File: src/rtl/opl3_pkg.sv
// opl3_pkg: shared types and constants for the OPL3 host front end.
//   opl3_reg_payload_t : bank/address/data triple held in the write FIFO (17 bits)
//   opl3_reg_wr_t      : register-write bus driven to every register consumer
//   OPL3_PORT_ADDR/DATA: values of host_addr[0] selecting address or data port
//   OPL3_STATUS_IDLE   : read value returned for non-status addresses
package opl3_pkg;

    typedef struct packed {
        logic       bank_num;
        logic [7:0] address;
        logic [7:0] data;
    } opl3_reg_payload_t;

    typedef struct packed {
        logic       valid;
        logic       bank_num;
        logic [7:0] address;
        logic [7:0] data;
    } opl3_reg_wr_t;

    localparam logic       OPL3_PORT_ADDR   = 1'b0;
    localparam logic       OPL3_PORT_DATA   = 1'b1;
    localparam logic [7:0] OPL3_STATUS_IDLE = 8'hFF;

endpackage

File: src/rtl/opl3_reg_wr_fifo.sv
// opl3_reg_wr_fifo: synchronous FIFO of register-write payloads.
//   clk, ic_n : core clock, asynchronous active-low reset (empties the FIFO)
//   push, din : enqueue din; ignored when full (even if pop on the same edge)
//   pop, dout : dequeue; dout shows the head entry combinationally
//   full, empty, count : occupancy flags and entry count
module opl3_reg_wr_fifo
    import opl3_pkg::*;
#(
    parameter int unsigned DEPTH = 8
) (
    input  logic                       clk,
    input  logic                       ic_n,
    input  logic                       push,
    input  opl3_reg_payload_t          din,
    input  logic                       pop,
    output opl3_reg_payload_t          dout,
    output logic                       full,
    output logic                       empty,
    output logic [$clog2(DEPTH):0]     count
);

    localparam int unsigned AW = $clog2(DEPTH);

    opl3_reg_payload_t r_mem [DEPTH];
    logic [AW-1:0]     r_wr_ptr;
    logic [AW-1:0]     r_rd_ptr;
    logic [AW:0]       r_count;
    logic              w_do_push;
    logic              w_do_pop;

    assign full      = (r_count == (AW+1)'(DEPTH));
    assign empty     = (r_count == '0);
    assign count     = r_count;
    assign dout      = r_mem[r_rd_ptr];
    // Full is judged before the pop, so a push into a full FIFO is lost
    // even when an entry leaves on the same edge.
    assign w_do_push = push && !full;
    assign w_do_pop  = pop && !empty;

    always_ff @(posedge clk or negedge ic_n) begin
        if (!ic_n) begin
            r_wr_ptr <= '0;
            r_rd_ptr <= '0;
            r_count  <= '0;
        end else begin
            if (w_do_push) r_wr_ptr <= r_wr_ptr + 1'b1;
            if (w_do_pop)  r_rd_ptr <= r_rd_ptr + 1'b1;
            case ({w_do_push, w_do_pop})
                2'b10:   r_count <= r_count + 1'b1;
                2'b01:   r_count <= r_count - 1'b1;
                default: r_count <= r_count;
            endcase
        end
    end

    always_ff @(posedge clk) begin
        if (w_do_push) r_mem[r_wr_ptr] <= din;
    end

endmodule

File: src/rtl/opl3_host_port.sv
// opl3_host_port: host-facing front end of the OPL3 core.
//   clk, ic_n       : core clock, asynchronous active-low reset
//   host_wr/host_rd : single-cycle write/read strobes (write wins if both)
//   host_addr       : bit0 = address(0)/data(1) port, bit1 = bank select
//   host_din        : write data; host_dout: registered read data
//   status_in       : status byte returned on reads of address 0
//   opl3_reg_wr     : paced register-write bus (valid pulse + payload)
//   busy            : writes queued or pacing gap still running
//   overflow        : sticky, a data write was dropped on a full FIFO
module opl3_host_port
    import opl3_pkg::*;
#(
    parameter int unsigned FIFO_DEPTH    = 8,
    parameter int unsigned WR_GAP_CYCLES = 32
) (
    input  logic         clk,
    input  logic         ic_n,
    input  logic         host_wr,
    input  logic         host_rd,
    input  logic [1:0]   host_addr,
    input  logic [7:0]   host_din,
    output logic [7:0]   host_dout,
    input  logic [7:0]   status_in,
    output opl3_reg_wr_t opl3_reg_wr,
    output logic         busy,
    output logic         overflow
);

    localparam int unsigned GW = $clog2(WR_GAP_CYCLES + 1);
    localparam int unsigned CW = $clog2(FIFO_DEPTH) + 1;

    // Bank of a queued entry comes from the data write itself, so only the
    // address needs latching.
    logic [7:0]        r_addr;
    logic [GW-1:0]     r_gap;
    opl3_reg_wr_t      r_wr;
    logic [7:0]        r_dout;
    logic              r_ovf;

    logic              w_addr_wr;
    logic              w_data_wr;
    logic              w_rd;
    logic              w_pop;
    logic              w_full;
    logic              w_empty;
    logic [CW-1:0]     w_count;
    opl3_reg_payload_t w_push_data;
    opl3_reg_payload_t w_head;

    assign w_addr_wr   = host_wr && (host_addr[0] == OPL3_PORT_ADDR);
    assign w_data_wr   = host_wr && (host_addr[0] == OPL3_PORT_DATA);
    assign w_rd        = host_rd && !host_wr;
    assign w_pop       = !w_empty && (r_gap == '0);
    assign w_push_data = '{bank_num: host_addr[1], address: r_addr, data: host_din};

    opl3_reg_wr_fifo #(
        .DEPTH (FIFO_DEPTH)
    ) u_fifo (
        .clk   (clk),
        .ic_n  (ic_n),
        .push  (w_data_wr),
        .din   (w_push_data),
        .pop   (w_pop),
        .dout  (w_head),
        .full  (w_full),
        .empty (w_empty),
        .count (w_count)
    );

    // Address latch and sticky overflow
    always_ff @(posedge clk or negedge ic_n) begin
        if (!ic_n) begin
            r_addr <= '0;
            r_ovf  <= 1'b0;
        end else begin
            if (w_addr_wr)            r_addr <= host_din;
            if (w_data_wr && w_full)  r_ovf  <= 1'b1;
        end
    end

    // Pacing: a pop launches one valid pulse and restarts the gap counter
    always_ff @(posedge clk or negedge ic_n) begin
        if (!ic_n) begin
            r_wr  <= '0;
            r_gap <= '0;
        end else if (w_pop) begin
            r_wr  <= '{valid: 1'b1, bank_num: w_head.bank_num,
                       address: w_head.address, data: w_head.data};
            r_gap <= GW'(WR_GAP_CYCLES - 1);
        end else begin
            r_wr.valid <= 1'b0;
            if (r_gap != '0) r_gap <= r_gap - 1'b1;
        end
    end

    // Read mux
    always_ff @(posedge clk or negedge ic_n) begin
        if (!ic_n) begin
            r_dout <= OPL3_STATUS_IDLE;
        end else if (w_rd) begin
            r_dout <= (host_addr == 2'b00) ? status_in : OPL3_STATUS_IDLE;
        end
    end

    assign opl3_reg_wr = r_wr;
    assign host_dout   = r_dout;
    assign overflow    = r_ovf;
    assign busy        = (w_count != '0) || (r_gap != '0);

endmodule

File: config.mk
export PLATFORM = sky130hd
export DESIGN_NAME = opl3_host_port
export DESIGN_NICKNAME = d
export VERILOG_FILES = /design/src/rtl/opl3_pkg.sv /design/src/rtl/opl3_reg_wr_fifo.sv /design/src/rtl/opl3_host_port.sv
export SDC_FILE = /design/constraint.sdc
export NUM_CORES = 1
export LEC_CHECK = 0
export CORE_ASPECT_RATIO = 1.5
export CORE_MARGIN = 2
export CORE_UTILIZATION = 40
export CTS_CLUSTER_DIAMETER = 150
export DETAILED_ROUTE_END_ITERATION = 8
export MAX_ROUTING_LAYER = met4
export PLACE_DENSITY = 0.68
export SYNTH_ARGS = -nofsm -noshare
export SYNTH_HDL_FRONTEND = slang
export SYNTH_SLANG_ARGS = --single-unit
export TNS_END_PERCENT = 1
File: constraint.sdc
create_clock -name clk -period 3.5 [get_ports clk]
set_input_delay 0.525 -clock clk [delete_from_list [all_inputs] [get_ports clk]]
set_output_delay 0.525 -clock clk [all_outputs]
set_load 0.01 [all_outputs]
==> results of run 1 <==
[cell families after synthesis]
group                    share of synthesized area
AO/OA/AOI/OAI                               0.0385
XOR/XNOR                                    0.0120
adder cells (fa/ha/maj)                     0.0120
buffers and inverters                       0.0172
flip-flops                                   0.737
multiplexers                                 0.147
AND/OR/NAND/NOR                             0.0364
[cell type report]
type | instances | area (µm²) | share of cell area
tap | 217 | 272 | 0.0313
clock buffer | 22 | 474 | 0.0547
timing repair buffer | 65 | 618 | 0.0713
sequential | 187 | 5370 | 0.619
inverter | 5 | 21.3 | 0.00245
clock inverter | 10 | 118 | 0.0136
multi-input combinational | 174 | 1800 | 0.208
[where the power goes]
part / total [mW] / switching [mW] / leakage [nW] / internal [mW]
sequential: 3.08 / 0.329 / 1.84 / 2.75
clock: 1.91 / 0.800 / 0.290 / 1.11
combinational: 1.50 / 0.666 / 0.862 / 0.836
total: 6.49 / 1.79 / 2.99 / 4.70
[cell usage after synthesis (5+ instances only)]
| cell type | number |
|---|---|
| o21ai_0 | 7 |
| o22a_1 | 8 |
| xor2_1 | 6 |
| dfrtp_1 | 43 |
| nand2_1 | 27 |
| mux2_2 | 11 |
| mux4_2 | 34 |
| ha_1 | 7 |
| nor2_1 | 12 |
| o21ai_2 | 11 |
| mux2i_1 | 18 |
| clkbuf_1 | 5 |
| a21oi_1 | 6 |
| dfstp_2 | 8 |
| edfxtp_1 | 136 |
[critical path, cell delays in order, from the launching register on]
cell and delay [ns]:
dfrtp_1 0.41, or3_4 0.39, or2_0 0.35, nor2_1 0.31
inv_1 0.10, clkdlybuf4s50_1 0.49
[how the worst min path moves through the flow]
stage                      to  cells after the start
5_1_grt             r_addr[5]                      1
3_5_place_dp         overflow                      1
4_1_cts             r_addr[5]                      1
6_report            r_addr[4]                      1
3_3_place_gp         overflow                      1
2_1_floorplan  opl3_reg_wr[0]                      0
[sequential cells by signal (all words and copies together) (netlist names)]
signal	cells
r_addr	8
u_fifo.count	4
r_gap	6
opl3_reg_wr	18
u_fifo.r_wr_ptr	3
u_fifo.r_rd_ptr	3
host_dout	8
u_fifo.r_mem	136
overflow	1
[layer usage]
layer / share of wire / up-vias
met5: 0 / -
met4: 0.016 / 0
met3: 0.040 / 13
met2: 0.55 / 74
met1: 0.39 / 1843
li1: - / 1633
[per-stage QoR]
step                      worst slack (ns)  hold slack (ns)  area, µm²   util  instances
after floorplan                      0.822            0.229       7290      -        383
after global placement               0.589            0.453       8080  0.452        648
after detailed placement             0.474            0.455       8080  0.452        648
after CTS                            0.431            0.141       8670  0.486        680
after global routing                 0.274            0.152       8670  0.486        680
final                                0.479            0.118       8670  0.486        680
==> flow_summary.html, run 1 <==
<table>
<tr><th>Metric</th><th>Value</th></tr>
<tr><th colspan="2">Timing</th></tr>
<tr><td>Min Clock Period, post-route</td><td>3.02 ns</td></tr>
<tr><td>Fmax</td><td>between 300 and 400 MHz</td></tr>
<tr><td>Worst Tran Pin Value</td><td>0.852 ns</td></tr>
<tr><td>Share of the clock period used by the worst path after layout</td><td>0.863</td></tr>
<tr><td># setup viols final</td><td>0</td></tr>
<tr><td>Max Transition Viols Final</td><td>0</td></tr>
<tr><td>Final worst clock skew</td><td>roughly 0.011 ns</td></tr>
<tr><td>RSZ-0062 raised after global routing</td><td>false</td></tr>
<tr><td>Total count of hold-check failures in the final report</td><td>0</td></tr>
<tr><td>Sum of negative setup slack</td><td>0 ns</td></tr>
<tr><td>Relative slew slack</td><td>0.432</td></tr>
<tr><th colspan="2">Global route</th></tr>
<tr><td>First-pass GRT wire length</td><td>21700 µm</td></tr>
<tr><td>Met2 Usage GRT</td><td>0.269</td></tr>
<tr><td>GRT met1 Usage</td><td>0.183</td></tr>
<tr><td>Via count of the first global-routing pass</td><td>about 3800</td></tr>
<tr><td>Overall global routing resource usage</td><td>0.159</td></tr>
<tr><td>Top Usage Layer GRT</td><td>met2</td></tr>
<tr><td>Initial antenna violation count</td><td>0</td></tr>
<tr><td>Overflow after GRT</td><td>0</td></tr>
<tr><td>Global Route met3 Usage</td><td>0.0354</td></tr>
<tr><td>Maximum number of pins on one net before global-route repair</td><td>37</td></tr>
<tr><th colspan="2">Worst setup path</th></tr>
<tr><td>Critical path class</td><td>reg -&gt; out</td></tr>
<tr><td>Endpoint kind of the worst setup timing path</td><td>output pin</td></tr>
<tr><td>FF-to-FF End</td><td>u_fifo.count[2]</td></tr>
<tr><td>Required time at the endpoint of the critical path</td><td>roughly 3.0 ns</td></tr>
<tr><td>Category of the worst setup path launch point</td><td>flip-flop</td></tr>
<tr><td>Last element of the critical path</td><td>busy</td></tr>
<tr><td>R2r startpoint</td><td>u_fifo.count[2]</td></tr>
<tr><td>Worst EP arrival</td><td>2.50 ns</td></tr>
<tr><td>Worst setup slack for register-to-register paths</td><td>between 0.8 and 0.9 ns</td></tr>
<tr><td>Beginning of the critical path</td><td>r_gap[3]</td></tr>
<tr><td>Depth of the worst register-to-register path</td><td>10</td></tr>
<tr><td>Max FO, Critical Path</td><td>6</td></tr>
<tr><th colspan="2">Power</th></tr>
<tr><td>Post-route total power</td><td>about 6.5 mW</td></tr>
<tr><td>Worst IR Drop VDD</td><td>0.000418 V</td></tr>
<tr><td>Power density cells</td><td>748 mW/mm²</td></tr>
<tr><td>LEAKAGE</td><td>2.99 nW</td></tr>
<tr><th colspan="2">Clock network</th></tr>
<tr><td>Hold-fix buffer count after cts</td><td>0</td></tr>
<tr><td>CTS tree</td><td>done</td></tr>
<tr><td>Clock-pin slew reported for the worst setup and hold paths after clock tree synthesis</td><td>0.06 ns</td></tr>
<tr><td>Clock tree buffer depth</td><td>2</td></tr>
<tr><td>TritonCTS buffer count</td><td>17</td></tr>
<tr><td>Post_cts resized</td><td>0</td></tr>
<tr><td>Clock H-tree levels</td><td>4</td></tr>
<tr><td>Clock sink count</td><td>around 190</td></tr>
<tr><td>CTS Root Cell</td><td>clkbuf_16</td></tr>
<tr><td>Buffers inserted during post-CTS setup optimization</td><td>0</td></tr>
<tr><td>Insertion delay to the later sink of the worst-skew pair</td><td>0.43 ns</td></tr>
<tr><th colspan="2">Synth</th></tr>
<tr><td>Mapped Cells</td><td>383</td></tr>
<tr><td>Most area-consuming cells after synthesis</td><td>edfxtp_1 (56%), dfrtp_1 (15%), mux4_2 (11%)</td></tr>
<tr><td>Cell type contributing the most total cell area after synthesis</td><td>edfxtp_1</td></tr>
<tr><td>Unique masters post-synth</td><td>37</td></tr>
<tr><td>Net Count, Synth</td><td>412</td></tr>
<tr><td>Post-synthesis async set-or-reset flop share</td><td>0.273</td></tr>
<tr><td>Synth top area share</td><td>0.561</td></tr>
<tr><td>Synthesized area</td><td>between 0.007 and 0.008 mm²</td></tr>
<tr><td>Mapped Avg Cell Area</td><td>19.0 µm²</td></tr>
<tr><td>Number of enable-type register cells in the synthesized netlist</td><td>136</td></tr>
<tr><td>Top_reg_cell synth</td><td>edfxtp_1</td></tr>
<tr><td>Part of the Yosys area used for sequential elements</td><td>0.737</td></tr>
<tr><td>Synth warnings</td><td>0</td></tr>
<tr><td>Register bit count reported by yosys</td><td>187</td></tr>
<tr><th colspan="2">Final layout</th></tr>
<tr><td>Share of layout cells above drive strength 1</td><td>0.251</td></tr>
<tr><td>Relative area change from synthesis to final layout</td><td>19.1%</td></tr>
<tr><td>Most used cells in the layout excluding fill and tap cells</td><td>edfxtp_1 (136), clkdlybuf4s50_1 (48), dfrtp_1 (42)</td></tr>
<tr><td>Most common library cell in the layout ignoring fill and taps</td><td>edfxtp_1</td></tr>
<tr><td>Antenna fix cells</td><td>0</td></tr>
<tr><td>Total number of nets in the final design</td><td>~480</td></tr>
<tr><td>Count of fill cells added during filler insertion</td><td>1493</td></tr>
<tr><th colspan="2">Route</th></tr>
<tr><td>Number of optimization iterations in the first detailed-route pass</td><td>4</td></tr>
<tr><td>Final routed wirelength across all metal layers</td><td>13900 µm</td></tr>
<tr><td>Count of nets left with antenna violations after detail routing</td><td>0</td></tr>
<tr><td>Overall via count from detail_route</td><td>3563</td></tr>
<tr><td>Number of remaining DRC errors</td><td>0</td></tr>
<tr><td>Vias per cell</td><td>5.24</td></tr>
<tr><td>Post-detailed-route wirelength per cell</td><td>20.4 µm</td></tr>
<tr><td>First DRT Iteration DRCs</td><td>about 270</td></tr>
<tr><th colspan="2">Floorplan</th></tr>
<tr><td>Die area</td><td>0.0193 mm²</td></tr>
<tr><td>Number of I/O pins</td><td>50</td></tr>
<tr><td>Num rows</td><td>60</td></tr>
<tr><td>Initial Util</td><td>0.408</td></tr>
<tr><td>Area of the core region</td><td>0.0179 mm²</td></tr>
<tr><td>Overall die height</td><td>169 µm</td></tr>
<tr><td>Die Span X</td><td>between 100 and 150 µm</td></tr>
<tr><th colspan="2">Min path</th></tr>
<tr><td>Worst min-delay path class</td><td>in -&gt; async</td></tr>
<tr><th colspan="2">Placed design</th></tr>
<tr><td>PortBufs</td><td>49</td></tr>
<tr><td>Routability congestion estimate from global placement</td><td>roughly 0.75</td></tr>
<tr><td>Half-perimeter wire length after placement</td><td>8620 µm</td></tr>
<tr><th colspan="2">Flow run</th></tr>
<tr><td>Number of max-capacitance violations reported</td><td>0</td></tr>
<tr><th colspan="2">Status</th></tr>
<tr><td>Run status</td><td>finished, final reports clean</td></tr>
</table>
(Power assumes the default switching activity.)
==> run 2, diff against run 1 <==
--- a/config.mk
+++ b/config.mk
@@ -5,14 +5,16 @@
 export SDC_FILE = /design/constraint.sdc
 export NUM_CORES = 1
 export LEC_CHECK = 0
+export ABC_CLOCK_PERIOD_IN_PS = 3500
 export CORE_ASPECT_RATIO = 1.5
 export CORE_MARGIN = 2
-export CORE_UTILIZATION = 40
+export CORE_UTILIZATION = 55
 export CTS_CLUSTER_DIAMETER = 150
 export DETAILED_ROUTE_END_ITERATION = 8
 export MAX_ROUTING_LAYER = met4
-export PLACE_DENSITY = 0.68
+export PLACE_DENSITY = 0.85
 export SYNTH_ARGS = -nofsm -noshare
 export SYNTH_HDL_FRONTEND = slang
+export SYNTH_HIERARCHICAL = 1
 export SYNTH_SLANG_ARGS = --single-unit
 export TNS_END_PERCENT = 1
==> flow_summary.html, run 2 <==
<table>
<tr><th>Metric</th><th>Value</th></tr>
<tr><th colspan="2">Route</th></tr>
<tr><td>First DRT Iteration DRCs</td><td>273 (+1.9%)</td></tr>
<tr><td>Vias per cell</td><td>6.15 (+17%)</td></tr>
<tr><td>Number of remaining DRC errors</td><td>0 (unchanged)</td></tr>
<tr><td>Number of optimization iterations in the first detailed-route pass</td><td>5 (+1)</td></tr>
<tr><td>Overall via count from detail_route</td><td>3806 (+6.8%)</td></tr>
<tr><td>Count of nets left with antenna violations after detail routing</td><td>0 (unchanged)</td></tr>
<tr><td>Final routed wirelength across all metal layers</td><td>14900 µm (+7.6%)</td></tr>
<tr><td>Post-detailed-route wirelength per cell</td><td>24.1 µm (+18%)</td></tr>
<tr><th colspan="2">Synth</th></tr>
<tr><td>Part of the Yosys area used for sequential elements</td><td>0.715 (-0.0223)</td></tr>
<tr><td>Post-synthesis async set-or-reset flop share</td><td>0.273 (unchanged)</td></tr>
<tr><td>Synthesized area</td><td>0.00751 mm² (+3.1%)</td></tr>
<tr><td>Net Count, Synth</td><td>405 (-1.7%)</td></tr>
<tr><td>Top_reg_cell synth</td><td>edfxtp_1</td></tr>
<tr><td>Unique masters post-synth</td><td>43 (+16%)</td></tr>
<tr><td>Number of enable-type register cells in the synthesized netlist</td><td>136 (unchanged)</td></tr>
<tr><td>Most area-consuming cells after synthesis</td><td>edfxtp_1 (54%), dfrtp_1 (14%), mux4_1 (8.4%)</td></tr>
<tr><td>Library cell with the highest instance count after synthesis</td><td>edfxtp_1</td></tr>
<tr><td>Synth warnings</td><td>6 (+6)</td></tr>
<tr><td>Register bit count reported by yosys</td><td>187 (unchanged)</td></tr>
<tr><td>Synth top area share</td><td>0.544 (-0.0170)</td></tr>
<tr><td>Mapped Avg Cell Area</td><td>20.0 µm² (+5.0%)</td></tr>
<tr><td>Cell type contributing the most total cell area after synthesis</td><td>edfxtp_1</td></tr>
<tr><td>Mapped Cells</td><td>376 (-1.8%)</td></tr>
<tr><td>Synth cell count leaders</td><td>edfxtp_1 (136), dfrtp_1 (43), mux2_2 (36)</td></tr>
<tr><th colspan="2">Power</th></tr>
<tr><td>LEAKAGE</td><td>3.13 nW (+4.5%)</td></tr>
<tr><td>Worst IR Drop VDD</td><td>0.000460 V (+10%)</td></tr>
<tr><td>Sw Ratio</td><td>0.286 (+0.00973)</td></tr>
<tr><td>Power density cells</td><td>751 mW/mm² (+0.37%)</td></tr>
<tr><td>Part of the total power dissipated in the clock network</td><td>0.283 (-0.011)</td></tr>
<tr><td>Internal power consumption</td><td>4.72 mW (+0.46%)</td></tr>
<tr><td>Combinational fraction of design power</td><td>0.258 (+0.027)</td></tr>
<tr><td>Sw power</td><td>1.89 mW (+5.4%)</td></tr>
<tr><td>Sequential share of power</td><td>0.459 (-0.015)</td></tr>
<tr><th colspan="2">Timing</th></tr>
<tr><td>Worst hold slack across all endpoints</td><td>0.141 ns (+0.0231 ns)</td></tr>
<tr><td>Relative slew slack</td><td>0.315 (-0.117)</td></tr>
<tr><td>Sum of negative setup slack</td><td>0 ns (unchanged)</td></tr>
<tr><td>Min Clock Period, post-route</td><td>3.25 ns (+0.228 ns)</td></tr>
<tr><td>Share of the clock period used by the worst path after layout</td><td>0.928 (+0.0651)</td></tr>
<tr><td>Total count of hold-check failures in the final report</td><td>0 (unchanged)</td></tr>
<tr><td>RSZ-0062 raised after global routing</td><td>false</td></tr>
<tr><td>Final worst clock skew</td><td>0.0124 ns (+0.00188 ns)</td></tr>
<tr><td>Final worst-path setup slack</td><td>0.251 ns (-0.228 ns)</td></tr>
<tr><td>Max Transition Viols Final</td><td>0 (unchanged)</td></tr>
<tr><td># setup viols final</td><td>0 (unchanged)</td></tr>
<tr><td>Fmax</td><td>308 MHz (-7.0%)</td></tr>
<tr><td>Worst Tran Pin Value</td><td>1.03 ns (+0.175 ns)</td></tr>
<tr><th colspan="2">Clock network</th></tr>
<tr><td>Post_cts resized</td><td>0 (unchanged)</td></tr>
<tr><td>CTS Root Cell</td><td>clkbuf_16</td></tr>
<tr><td>TritonCTS buffer count</td><td>17 (unchanged)</td></tr>
<tr><td>Buffers inserted during post-CTS setup optimization</td><td>0 (unchanged)</td></tr>
<tr><td>Clock tree buffer depth</td><td>2 (unchanged)</td></tr>
<tr><td>CTS tree</td><td>done</td></tr>
<tr><td>Clock H-tree levels</td><td>4 (unchanged)</td></tr>
<tr><td>Hold-fix buffer count after cts</td><td>0 (unchanged)</td></tr>
<tr><td>Clock-pin slew reported for the worst setup and hold paths after clock tree synthesis</td><td>0.07 ns (about the same)</td></tr>
<tr><td>Insertion delay to the later sink of the worst-skew pair</td><td>0.43 ns (about the same)</td></tr>
<tr><td>Clock sink count</td><td>187 (unchanged)</td></tr>
<tr><th colspan="2">Final layout</th></tr>
<tr><td>Most common library cell in the layout ignoring fill and taps</td><td>edfxtp_1</td></tr>
<tr><td>Max reg flops</td><td>136 (unchanged)</td></tr>
<tr><td>Total number of nets in the final design</td><td>473 (-1.3%)</td></tr>
<tr><td>Relative area change from synthesis to final layout</td><td>17.1%</td></tr>
<tr><td>Antenna fix cells</td><td>0 (unchanged)</td></tr>
<tr><td>Share of layout cells above drive strength 1</td><td>0.256 (+0.00548)</td></tr>
<tr><td>Layout Cell Area excl Fill</td><td>0.00880 mm² (+1.5%)</td></tr>
<tr><td>Register with the highest flop count</td><td>u_fifo/r_mem</td></tr>
<tr><td>Most used cells in the layout excluding fill and tap cells</td><td>edfxtp_1 (136), clkdlybuf4s50_1 (48), dfrtp_1 (42)</td></tr>
<tr><th colspan="2">Worst setup path</th></tr>
<tr><td>Max FO, Critical Path</td><td>9 (+3)</td></tr>
<tr><td>Depth of the worst register-to-register path</td><td>7 (-3)</td></tr>
<tr><td>Required time at the endpoint of the critical path</td><td>3.80 ns (+0.83 ns)</td></tr>
<tr><td>Category of the worst setup path launch point</td><td>flip-flop</td></tr>
<tr><td>Critical path class</td><td>reg -&gt; reg</td></tr>
<tr><td>Endpoint kind of the worst setup timing path</td><td>flip-flop</td></tr>
<tr><td>Worst EP arrival</td><td>3.55 ns (+1.05 ns)</td></tr>
<tr><th colspan="2">Min path</th></tr>
<tr><td>Worst min-delay path class</td><td>in -&gt; async</td></tr>
<tr><th colspan="2">Floorplan</th></tr>
<tr><td>Initial Util</td><td>0.561 (+0.153)</td></tr>
<tr><td>Overall die height</td><td>147 µm (-13%)</td></tr>
<tr><td>Die area</td><td>0.0146 mm² (-24%)</td></tr>
<tr><td>Area of the core region</td><td>0.0134 mm² (-25%)</td></tr>
<tr><td>Num rows</td><td>52 (-13%)</td></tr>
<tr><td>Die Span X</td><td>99.4 µm (-13%)</td></tr>
<tr><td>Number of I/O pins</td><td>50 (unchanged)</td></tr>
<tr><th colspan="2">Global route</th></tr>
<tr><td>Initial antenna violation count</td><td>0 (unchanged)</td></tr>
<tr><td>Overflow after GRT</td><td>0 (unchanged)</td></tr>
<tr><td>Via count of the first global-routing pass</td><td>4037 (+6.5%)</td></tr>
<tr><td>Maximum number of pins on one net before global-route repair</td><td>37 (unchanged)</td></tr>
<tr><td>First-pass GRT wire length</td><td>23300 µm (+7.4%)</td></tr>
<tr><td>Overall global routing resource usage</td><td>0.226 (+0.0672)</td></tr>
<tr><th colspan="2">Placed design</th></tr>
<tr><td>Cell area after placement</td><td>0.00822 mm² (+1.6%)</td></tr>
<tr><td>Routability congestion estimate from global placement</td><td>0.807 (+7.5%)</td></tr>
<tr><td>Half-perimeter wire length after placement</td><td>8990 µm (+4.3%)</td></tr>
<tr><td>Pre-CTS WS</td><td>0.172 ns (-0.302 ns)</td></tr>
<tr><td>PortBufs</td><td>49 (unchanged)</td></tr>
<tr><th colspan="2">Flow run</th></tr>
<tr><td>Number of max-capacitance violations reported</td><td>0 (unchanged)</td></tr>
<tr><th colspan="2">Status</th></tr>
<tr><td>Run status</td><td>finished, final reports clean</td></tr>
</table>
## run 2: worst paths after layout
path	slack (ns)	endpoint	start
setup reg to reg	0.25	u_fifo/count[3]	u_fifo/count[2]
max in group asynchronous	2.48	host_dout[1]	ic_n
hold / removal	0.14	u_fifo/r_rd_ptr[0]	ic_n
hold reg to reg	0.48	overflow	overflow
setup / recovery	0.25	u_fifo/count[3]	u_fifo/count[2]
min in group clk	0.48	overflow	overflow
## run 2: power by group through the flow
| stage | clock, mW | sequential (mW) | combinational [mW] |
|---|---|---|---|
| 6_report | 1.87 | 3.04 | 1.71 |
| 5_1_grt | 1.98 | 3.08 | 1.81 |
| 4_1_cts | 1.90 | 3.03 | 1.72 |
| 3_5_place_dp | 0 | 3.08 | 1.68 |
| 3_3_place_gp | 0 | 3.03 | 1.63 |
| 2_1_floorplan | 0 | 3.03 | 1.12 |
## run 2: area by class of cell
| type | count | area [µm²] |
|---|---|---|
| fillers | 890 | 4600 |
| multi-input cells | 165 | 2020 |
| clock buffers | 17 | 425 |
| well taps | 162 | 203 |
| repair buffers | 63 | 591 |
| inverters | 10 | 37.5 |
| clock inverters | 15 | 154 |
| flip-flops and latches | 187 | 5370 |
## run 2: worst max-delay path, stage by stage (launching register included)
cell and delay [ns]:
dfrtp_1 0.46, o41ai_1 0.78, inv_1 0.17, ha_1 0.33, ha_1 0.39, or4b_2 0.72, o311ai_0 0.14, o211ai_1 0.12
## run 2: through the flow
stage	std cells	power, mW	utilization
after global placement	587	4.66	0.613
after detailed placement	587	4.76	0.613
after floorplan	376	4.15	-
after global routing	619	6.88	0.657
after CTS	619	6.66	0.656
final	619	6.61	0.657
## run 2: per-layer routing
| layer | part of all wire | GRT usage |
|---|---|---|
| met5 | 0 | - |
| met2 | 0.55 | 0.376 |
| met3 | 0.049 | 0.0547 |
| met4 | 0.033 | 0.105 |
| met1 | 0.37 | 0.259 |
## run 2: logic make-up after synthesis
family / Yosys count / synth area share
AOI/OAI and AO/OA: 25 / 0.0235
xor gates and xnor gates: 6 / 0.00699
adders and majority gates: 7 / 0.0127
buffers and inverters: 24 / 0.0187
DFF: 187 / 0.715
muxes: 81 / 0.189
and+or+nand+nor: 46 / 0.0350
==> run 3, diff against run 2 <==
--- a/config.mk
+++ b/config.mk
@@ -13,6 +13,7 @@
 export DETAILED_ROUTE_END_ITERATION = 8
 export MAX_ROUTING_LAYER = met4
 export PLACE_DENSITY = 0.85
+export RECOVER_POWER = 50
 export SYNTH_ARGS = -nofsm -noshare
 export SYNTH_HDL_FRONTEND = slang
 export SYNTH_HIERARCHICAL = 1
==> flow_summary.html, run 3 (synthesis results as in run 2) <==
<table>
<tr><th>Metric</th><th>Value</th></tr>
<tr><th colspan="2">Floorplan</th></tr>
<tr><td>Area of the core region</td><td>0.0134 mm² (unchanged)</td></tr>
<tr><td>Die Span X</td><td>99.4 µm (unchanged)</td></tr>
<tr><td>Overall die height</td><td>147 µm (unchanged)</td></tr>
<tr><td>Die area</td><td>0.0146 mm² (unchanged)</td></tr>
<tr><td>Num rows</td><td>52 (unchanged)</td></tr>
<tr><td>Initial Util</td><td>0.561 (unchanged)</td></tr>
<tr><td>Number of I/O pins</td><td>50 (unchanged)</td></tr>
<tr><th colspan="2">Final layout</th></tr>
<tr><td>Most common library cell in the layout ignoring fill and taps</td><td>edfxtp_1</td></tr>
<tr><td>Final core area utilization</td><td>0.656 (-0.000934)</td></tr>
<tr><td>Antenna fix cells</td><td>0 (unchanged)</td></tr>
<tr><td>Relative area change from synthesis to final layout</td><td>17.0%</td></tr>
<tr><td>Total number of nets in the final design</td><td>473 (unchanged)</td></tr>
<tr><td>Max reg flops</td><td>136 (unchanged)</td></tr>
<tr><td>Register with the highest flop count</td><td>u_fifo/r_mem</td></tr>
<tr><td>Count of fill cells added during filler insertion</td><td>892 (+0.22%)</td></tr>
<tr><td>Share of layout cells above drive strength 1</td><td>0.247 (-0.00875)</td></tr>
<tr><td>Most used cells in the layout excluding fill and tap cells</td><td>edfxtp_1 (136), dfrtp_1 (42), clkdlybuf4s50_1 (38)</td></tr>
<tr><th colspan="2">Worst setup path</th></tr>
<tr><td>Category of the worst setup path launch point</td><td>flip-flop</td></tr>
<tr><td>Worst EP arrival</td><td>3.58 ns (+0.03 ns)</td></tr>
<tr><td>Critical path class</td><td>reg -&gt; reg</td></tr>
<tr><td>Worst setup slack for register-to-register paths</td><td>0.22 ns (-0.03 ns)</td></tr>
<tr><td>Depth of the worst register-to-register path</td><td>7 (unchanged)</td></tr>
<tr><td>Endpoint kind of the worst setup timing path</td><td>flip-flop</td></tr>
<tr><td>R2r startpoint</td><td>u_fifo/count[2]</td></tr>
<tr><td>Last element of the critical path</td><td>u_fifo/count[3]</td></tr>
<tr><td>FF-to-FF End</td><td>u_fifo/count[3]</td></tr>
<tr><td>Beginning of the critical path</td><td>u_fifo/count[2]</td></tr>
<tr><td>Required time at the endpoint of the critical path</td><td>3.80 ns (about the same)</td></tr>
<tr><td>Max FO, Critical Path</td><td>9 (unchanged)</td></tr>
<tr><th colspan="2">Min path</th></tr>
<tr><td>Worst min-delay path class</td><td>reg -&gt; reg</td></tr>
<tr><th colspan="2">Global route</th></tr>
<tr><td>Overall global routing resource usage</td><td>0.226 (unchanged)</td></tr>
<tr><td>First-pass GRT wire length</td><td>23300 µm (unchanged)</td></tr>
<tr><td>Overflow after GRT</td><td>0 (unchanged)</td></tr>
<tr><td>Via count of the first global-routing pass</td><td>4037 (unchanged)</td></tr>
<tr><td>Initial antenna violation count</td><td>0 (unchanged)</td></tr>
<tr><td>Maximum number of pins on one net before global-route repair</td><td>37 (unchanged)</td></tr>
<tr><th colspan="2">Clock network</th></tr>
<tr><td>CTS Root Cell</td><td>clkbuf_16</td></tr>
<tr><td>Buffers inserted during post-CTS setup optimization</td><td>0 (unchanged)</td></tr>
<tr><td>Clock H-tree levels</td><td>4 (unchanged)</td></tr>
<tr><td>CTS tree</td><td>done</td></tr>
<tr><td>Insertion delay to the later sink of the worst-skew pair</td><td>0.43 ns (about the same)</td></tr>
<tr><td>Clock tree buffer depth</td><td>2 (unchanged)</td></tr>
<tr><td>Clock-pin slew reported for the worst setup and hold paths after clock tree synthesis</td><td>0.07 ns (about the same)</td></tr>
<tr><td>Clock sink count</td><td>187 (unchanged)</td></tr>
<tr><td>TritonCTS buffer count</td><td>17 (unchanged)</td></tr>
<tr><th colspan="2">Power</th></tr>
<tr><td>Part of the total power dissipated in the clock network</td><td>0.283 (about the same)</td></tr>
<tr><td>Worst IR Drop VDD</td><td>0.000458 V (-0.51%)</td></tr>
<tr><td>Sw power</td><td>1.89 mW (about the same)</td></tr>
<tr><td>Sw Ratio</td><td>0.286 (+0.000302)</td></tr>
<tr><td>Sequential share of power</td><td>0.460 (about the same)</td></tr>
<tr><td>Combinational fraction of design power</td><td>0.258 (about the same)</td></tr>
<tr><td>Internal power consumption</td><td>4.71 mW (-0.13%)</td></tr>
<tr><td>LEAKAGE</td><td>3.12 nW (-0.30%)</td></tr>
<tr><td>Power density cells</td><td>751 mW/mm² (about the same)</td></tr>
<tr><th colspan="2">Timing</th></tr>
<tr><td>Min Clock Period, post-route</td><td>3.28 ns (+0.0306 ns)</td></tr>
<tr><td>Fmax</td><td>305 MHz (-0.93%)</td></tr>
<tr><td>Total count of hold-check failures in the final report</td><td>0 (unchanged)</td></tr>
<tr><td>Worst Tran Pin Value</td><td>1.72 ns (+0.689 ns)</td></tr>
<tr><td>Share of the clock period used by the worst path after layout</td><td>0.937 (+0.00874)</td></tr>
<tr><td>Sum of negative setup slack</td><td>0 ns (unchanged)</td></tr>
<tr><td>Max Transition Viols Final</td><td>54 (+54)</td></tr>
<tr><td>Relative slew slack</td><td>-0.144 (-0.459)</td></tr>
<tr><td>RSZ-0062 raised after global routing</td><td>false</td></tr>
<tr><td>Final worst clock skew</td><td>0.0116 ns (-0.000786 ns)</td></tr>
<tr><td># setup viols final</td><td>0 (unchanged)</td></tr>
<tr><th colspan="2">Placed design</th></tr>
<tr><td>Half-perimeter wire length after placement</td><td>8990 µm (unchanged)</td></tr>
<tr><td>Routability congestion estimate from global placement</td><td>0.807 (unchanged)</td></tr>
<tr><td>PortBufs</td><td>49 (unchanged)</td></tr>
<tr><th colspan="2">Route</th></tr>
<tr><td>Count of nets left with antenna violations after detail routing</td><td>0 (unchanged)</td></tr>
<tr><td>Final routed wirelength across all metal layers</td><td>14900 µm (-0.15%)</td></tr>
<tr><td>Vias per cell</td><td>6.12 (-0.42%)</td></tr>
<tr><td>Number of optimization iterations in the first detailed-route pass</td><td>6 (+1)</td></tr>
<tr><td>First DRT Iteration DRCs</td><td>266 (-2.6%)</td></tr>
<tr><td>Post-detailed-route wirelength per cell</td><td>24.1 µm (-0.15%)</td></tr>
<tr><td>Overall via count from detail_route</td><td>3790 (-0.42%)</td></tr>
<tr><td>Number of remaining DRC errors</td><td>0 (unchanged)</td></tr>
<tr><th colspan="2">Flow run</th></tr>
<tr><td>Number of max-capacitance violations reported</td><td>2 (+2)</td></tr>
<tr><th colspan="2">Status</th></tr>
<tr><td>Run status</td><td>finished, violations left</td></tr>
<tr><td>Failing checks</td><td>capacitance limit, slew limit</td></tr>
</table>
==> run 3: cell types whose count changed in the layout (fill, tap and decap cells not counted), sizes merged <==
cell           previous run  this run
clkbuf                   17        20
buf                      15        12
clkdlybuf4s50            48        38
dlygate4sd3               0        10
==> run 3: layout make-up <==
cell class	count	area, µm²	share of cell area
clock buffer	17	425	0.0484
inverter	10	37.5	0.00427
timing repair buffer	63	582	0.0662
multi-input combinational	165	2020	0.229
clock inverter	15	154	0.0175
sequential	187	5370	0.611
tap	162	203	0.0231
==> run 3: layer usage <==
metal,share of wire,wire [µm],track usage
met2,0.54,8130,0.376
met1,0.38,5620,0.259
met3,0.046,691,0.0547
met4,0.032,480,0.105
met5,0,0,-
==> run 3: worst max-delay path, cell delays in order, from the launching register on <==
cell and delay [ns]:
dfrtp_1 0.45, o41ai_1 0.80, inv_1 0.19, ha_1 0.34, ha_1 0.39, or4b_2 0.72, o311ai_0 0.14, o211ai_1 0.12
==> run 3: worst min-delay path by stage <==
| stage | endpoint | slack, ns | depth (start not counted) | from |
|---|---|---|---|---|
| finish | overflow | 0.47 | 1 | overflow |
| global route | overflow | 0.51 | 1 | overflow |
| CTS | r_gap[3] | 0.15 | 1 | ic_n |
| detailed placement | overflow | 0.46 | 1 | overflow |
| global placement | overflow | 0.47 | 1 | overflow |
| floorplan | opl3_reg_wr[0] | 0.23 | 0 | ic_n |
==> run 3: power by group through the flow <==
stage          registers, mW  logic, mW  clock network (mW)
2_1_floorplan           3.03       1.12                   0
4_1_cts                 3.03       1.72                1.90
3_5_place_dp            3.08       1.68                   0
6_report                3.04       1.70                1.87
3_3_place_gp            3.03       1.63                   0
5_1_grt                 3.08       1.81                1.98
==> run 3: metrics by stage <==
| step | instance area, µm² | total power, mW | hold WS, ns | instances | setup slack (ns) |
|---|---|---|---|---|---|
| after floorplan | 7510 | 4.15 | 0.229 | 376 | 0.370 |
| final | 8790 | 6.60 | 0.474 | 619 | 0.221 |
| after global routing | 8790 | 6.87 | 0.509 | 619 | 0.0115 |
| after global placement | 8220 | 4.66 | 0.467 | 587 | 0.438 |
| after detailed placement | 8220 | 4.76 | 0.460 | 587 | 0.172 |
| after CTS | 8790 | 6.66 | 0.149 | 619 | 0.145 |
==> run 3: timing repair <==
action / 4_1_cts / 5_1_grt
hold endpoints to repair: 0 / 0
gates resized for setup: 0 / 1
hold buffers: 0 / 0
setup endpoints to repair: 0 / 1
